### src/rtl/if_id_stage.sv
// IF/ID pipeline register with flush/stall control and instruction field decode.
// Optional performance counters are enabled by defining IFID_PERF_CNT_EN.
module if_id_stage #(
    parameter logic [31:0] NOP_WORD = 32'h0000_0000,
    parameter int unsigned CNT_W    = 16
) (
    input  logic             clk,
    input  logic             reset,
    input  logic [31:0]      pc_addr,
    input  logic [31:0]      instr_in,
    input  logic             stall,
    input  logic             flush,
    output logic [31:0]      instr,
    output logic [31:0]      pc_next,
    output logic             valid,
    output logic [1:0]       state,
    output logic [5:0]       opcode,
    output logic [4:0]       rs,
    output logic [4:0]       rt,
    output logic [4:0]       rd,
    output logic [4:0]       shamt,
    output logic [5:0]       funct,
    output logic [31:0]      imm_ext,
    output logic [31:0]      jaddr
`ifdef IFID_PERF_CNT_EN
    ,
    output logic [CNT_W-1:0] stall_cnt,
    output logic [CNT_W-1:0] flush_cnt
`endif
);

    typedef enum logic [1:0] {
        StRun    = 2'b00,
        StHold   = 2'b01,
        StBubble = 2'b10
    } state_e;

    state_e      state_q;
    logic [31:0] instr_q;
    logic [31:0] pc_next_q;
    logic        valid_q;

    // Pipeline register and control FSM: flush beats stall beats load.
    always_ff @(posedge clk or posedge reset) begin
        if (reset) begin
            instr_q   <= NOP_WORD;
            pc_next_q <= 32'd0;
            valid_q   <= 1'b0;
            state_q   <= StRun;
        end else if (flush) begin
            instr_q   <= NOP_WORD;
            pc_next_q <= 32'd0;
            valid_q   <= 1'b0;
            state_q   <= StBubble;
        end else if (stall) begin
            state_q   <= StHold;
        end else begin
            instr_q   <= instr_in;
            pc_next_q <= pc_addr + 32'd1;  // wraps to 0 at the top of the space
            valid_q   <= 1'b1;
            state_q   <= StRun;
        end
    end

    assign instr   = instr_q;
    assign pc_next = pc_next_q;
    assign valid   = valid_q;
    assign state   = state_q;

    assign opcode = instr_q[31:26];
    assign rs     = instr_q[25:21];
    assign rt     = instr_q[20:16];
    assign rd     = instr_q[15:11];
    assign shamt  = instr_q[10:6];
    assign funct  = instr_q[5:0];
    assign jaddr  = {6'b0, instr_q[25:0]};

    // Logical-immediate opcodes (andi/ori/xori) zero-extend; everything else sign-extends.
    always_comb begin
        if (opcode inside {6'h0C, 6'h0D, 6'h0E}) begin
            imm_ext = {16'h0000, instr_q[15:0]};
        end else begin
            imm_ext = {{16{instr_q[15]}}, instr_q[15:0]};
        end
    end

`ifdef IFID_PERF_CNT_EN
    logic [CNT_W-1:0] stall_cnt_q;
    logic [CNT_W-1:0] flush_cnt_q;

    // Saturating event counters; a stall masked by a flush is not counted as a stall.
    always_ff @(posedge clk or posedge reset) begin
        if (reset) begin
            stall_cnt_q <= '0;
            flush_cnt_q <= '0;
        end else begin
            if (flush && (flush_cnt_q != '1)) begin
                flush_cnt_q <= flush_cnt_q + CNT_W'(1);
            end
            if (stall && !flush && (stall_cnt_q != '1)) begin
                stall_cnt_q <= stall_cnt_q + CNT_W'(1);
            end
        end
    end

    assign stall_cnt = stall_cnt_q;
    assign flush_cnt = flush_cnt_q;
`endif

endmodule

### config.mk
export PLATFORM = sky130hd
export DESIGN_NAME = if_id_stage
export DESIGN_NICKNAME = d
export VERILOG_FILES = /design/src/rtl/if_id_stage.sv
export SDC_FILE = /design/constraint.sdc
export NUM_CORES = 1
export LEC_CHECK = 0
export ABC_AREA = 1
export CAP_MARGIN = 20
export CORE_MARGIN = 10
export CORE_UTILIZATION = 40
export CTS_BUF_LIST = sky130_fd_sc_hd__clkbuf_8
export DETAILED_ROUTE_END_ITERATION = 12
export HOLD_SLACK_MARGIN = 0.15
export PLACE_DENSITY = 0.84
export SLEW_MARGIN = 20
export SYNTH_ARGS = -nofsm -noshare
export SYNTH_HDL_FRONTEND = slang
export SYNTH_SLANG_ARGS = --single-unit
export TNS_END_PERCENT = 10
### constraint.sdc
create_clock -name clk -period 2.5 [get_ports clk]
set_input_delay 0.25 -clock clk [delete_from_list [all_inputs] [get_ports clk]]
set_output_delay 0.25 -clock clk [all_outputs]
set_load 0.05 [all_outputs]
==> metrics.cfg <==
[sta]
fin_skew_ns = 0
tns_ns = 0
worst_pin_slew_ns = 0.618
min_period_ns = 2.25
rsz0062_at_grt = false
relSlewSlack = 0.586
setup-violations-final = 0
period_share = 0.899
fmax_mhz = 445
slew_violations = 0
hold_viol_final = 0

[setup_path]
regToRegSetupSlack_ns = 1.72
crit_required_ns = 2.25
reg2regPathDepth = 1
r2r-start = instr[8]
end_kind = output pin
timing.rr.end = instr[8]
cp_max_fo = 16
critical_path_class = flip-flop to output pin
crit_arrival_ns = 2.00
crit_path_start_kind = flip-flop

[power_and_ir_drop]
powerDensity_nw_per_um2 = 560
leakage_nw = 2.68
ir_worst_vdd_v = 0.000224

[placed_design]
dp_hpwl_um = 11700
gp_congestion = 0.854
numPortBuffers = 224
post-place-cells = 768

[die]
dieArea_um2 = 14500
die_h_um = 121
ioPinCount = 231
rows = 36
core_area_um2 = 9820
dieWidth_um = 121
start_util = 0.412

[synthesis]
ys.flop_type = dfrtp_1
syn-cell-area_um2 = 4040
yosysTopAreaCell = dfrtp_1
yosysMostFrequentCell = nand2_1
ys_warn_count = 0
syn_area_per_cell_um2 = 7.97
synth_commonest_cells = nand2_1, buf_4, dfrtp_1, nor2_1, inv_1
yosysUniqueCellTypes = 26
yosysSeqAreaShare = 0.415
synth.top_cell.area_share = 0.415
yosys_register_bits = 67
synth_cells = 507
synth_edf_count = 0
yosys-top-cells-area = dfrtp_1, buf_4, nand2_1
postSynth.asyncResetShare = 1.00

[outcome]
status = completed

[clock_tree]
insertion_delay_ns = 0.33
cts_max_path_buffers = 2
cts_setup_buffers = 0
clkTransAtPathRegs_ns = 0.07
cts.sinks = 67
cts_tree = done
htree_num_levels = 3
root_buffer = clkbuf_8
cts_buffers = 9

[job]
drv_cap = 0

[routing]
postRouteAntennaNets = 0
viasPerCell = 4.70
wl_per_cell_um = 18.2
finalWirelength_um = 14300
first_pass_iters = 4
drcViolationCount = 0
drtIter0Drc = 254
vias = 3683

[global_route]
grt_pass1_vias = 3758
grt_pass1_wl_um = 21900
grt.overflow.total = 0
antenna_found_initial = 0
grt_max_degree = 35
grt_usage = 0.188

[layout]
area_growth_syn_to_layout_pct = 46.9
antennaDiodeCount = 0
drive_above_1_share = 0.0814
finalNetCount = 715
n_fill_cell = 896
fin_cells = 784

[worst_hold_path]
hp-class = primary input to async pin

## layout make-up
cell class | instances | area (µm²) | area share
Clock buffer | 12 | 165 | 0.0278
Clock inverter | 4 | 48.8 | 0.00822
Inverter | 34 | 128 | 0.0215
Multi-Input combinational cell | 304 | 1500 | 0.253
Sequential cell | 67 | 1680 | 0.282
Tap cell | 133 | 166 | 0.0280
Timing Repair Buffer | 230 | 2250 | 0.379
## critical path: stages, from the launching register on
cell and delay [ns]:
dfrtp_1 0.37, inv_1 0.06, o2111ai_1 0.23, nand2_1 0.08, inv_1 0.31, dlygate4sd2_1 0.60
## per-layer routing
metal,vias to the layer above,part of all wire,global-route usage
met1,1728,0.39,0.203
met3,9,0.086,0.0642
li1,1798,-,-
met5,-,0,0
met4,0,0.0078,0.0483
met2,148,0.51,0.344
## layout by cell type, fill, tap and decap left out, types with 2 or more instances in the layout
master / Yosys / layout
clkdlybuf4s50_1: 0 / 208
nand2_1: 142 / 142
dfrtp_1: 67 / 67
nor2_1: 45 / 44
inv_1: 33 / 33
nand3_1: 31 / 31
a22o_1: 30 / 30
buf_4: 95 / 18
o21ai_0: 15 / 15
clkbuf_8: 0 / 12
nor2_4: 6 / 8
a21oi_1: 8 / 8
conb_1: 1 / 6
nand2_2: 4 / 4
dlygate4sd2_1: 0 / 4
nor2_2: 4 / 3
o21ai_1: 2 / 2
and2_1: 2 / 2
or2_2: 2 / 2
clkinvlp_4: 0 / 2
## where the power goes
group / total (mW) / leakage, nW / switching [mW] / internal (mW)
clock network: 0.962 / 0.106 / 0.423 / 0.539
registers: 1.20 / 0.888 / 0.0545 / 1.14
logic: 1.16 / 1.68 / 0.782 / 0.382
## worst max-delay path by stage
stage | startpoint | end | cells after the start
after floorplan | instr[27] | imm_ext[17] | 5
after global placement | instr[27] | imm_ext[22] | 5
after detailed placement | instr[27] | imm_ext[26] | 5
after CTS | instr[27] | imm_ext[26] | 5
after global routing | instr[27] | imm_ext[29] | 5
final | instr[27] | imm_ext[26] | 5
## kinds of logic after synthesis
group                      count (synthesis)  synth area share
AOI/OAI and AO/OA                         58             0.102
adders and majority gates                  1           0.00310
DFF                                       67             0.415
and+or+nand+nor                          239             0.257
buffers and inverters                    141             0.222
other                                      1          0.000928
## state kept, by name, summed over array words and instances, names as in the netlist
name	cells
pc_next	32
valid	1
instr	32
state	2
## through the flow
stage	setup slack (ns)	utilization	total power, mW	hold WS (ns)	cell area, µm²
global route	0.115	0.605	3.45	0.351	5940
finish	0.252	0.605	3.33	0.319	5940
CTS	0.221	0.605	3.37	0.326	5940
detailed placement	0.284	0.583	2.39	0.464	5730
global placement	0.416	0.583	2.38	0.465	5730
floorplan	0.413	-	2.03	0.281	4060
## timing repair
| action | CTS | global route |
|---|---|---|
| gates resized for setup | 4 | 0 |
| hold buffers | 0 | 0 |
| hold endpoints to repair | 0 | 0 |
| setup endpoints to repair | 4 | 0 |
No activity file was read; power rests on OpenSTA's default activity.
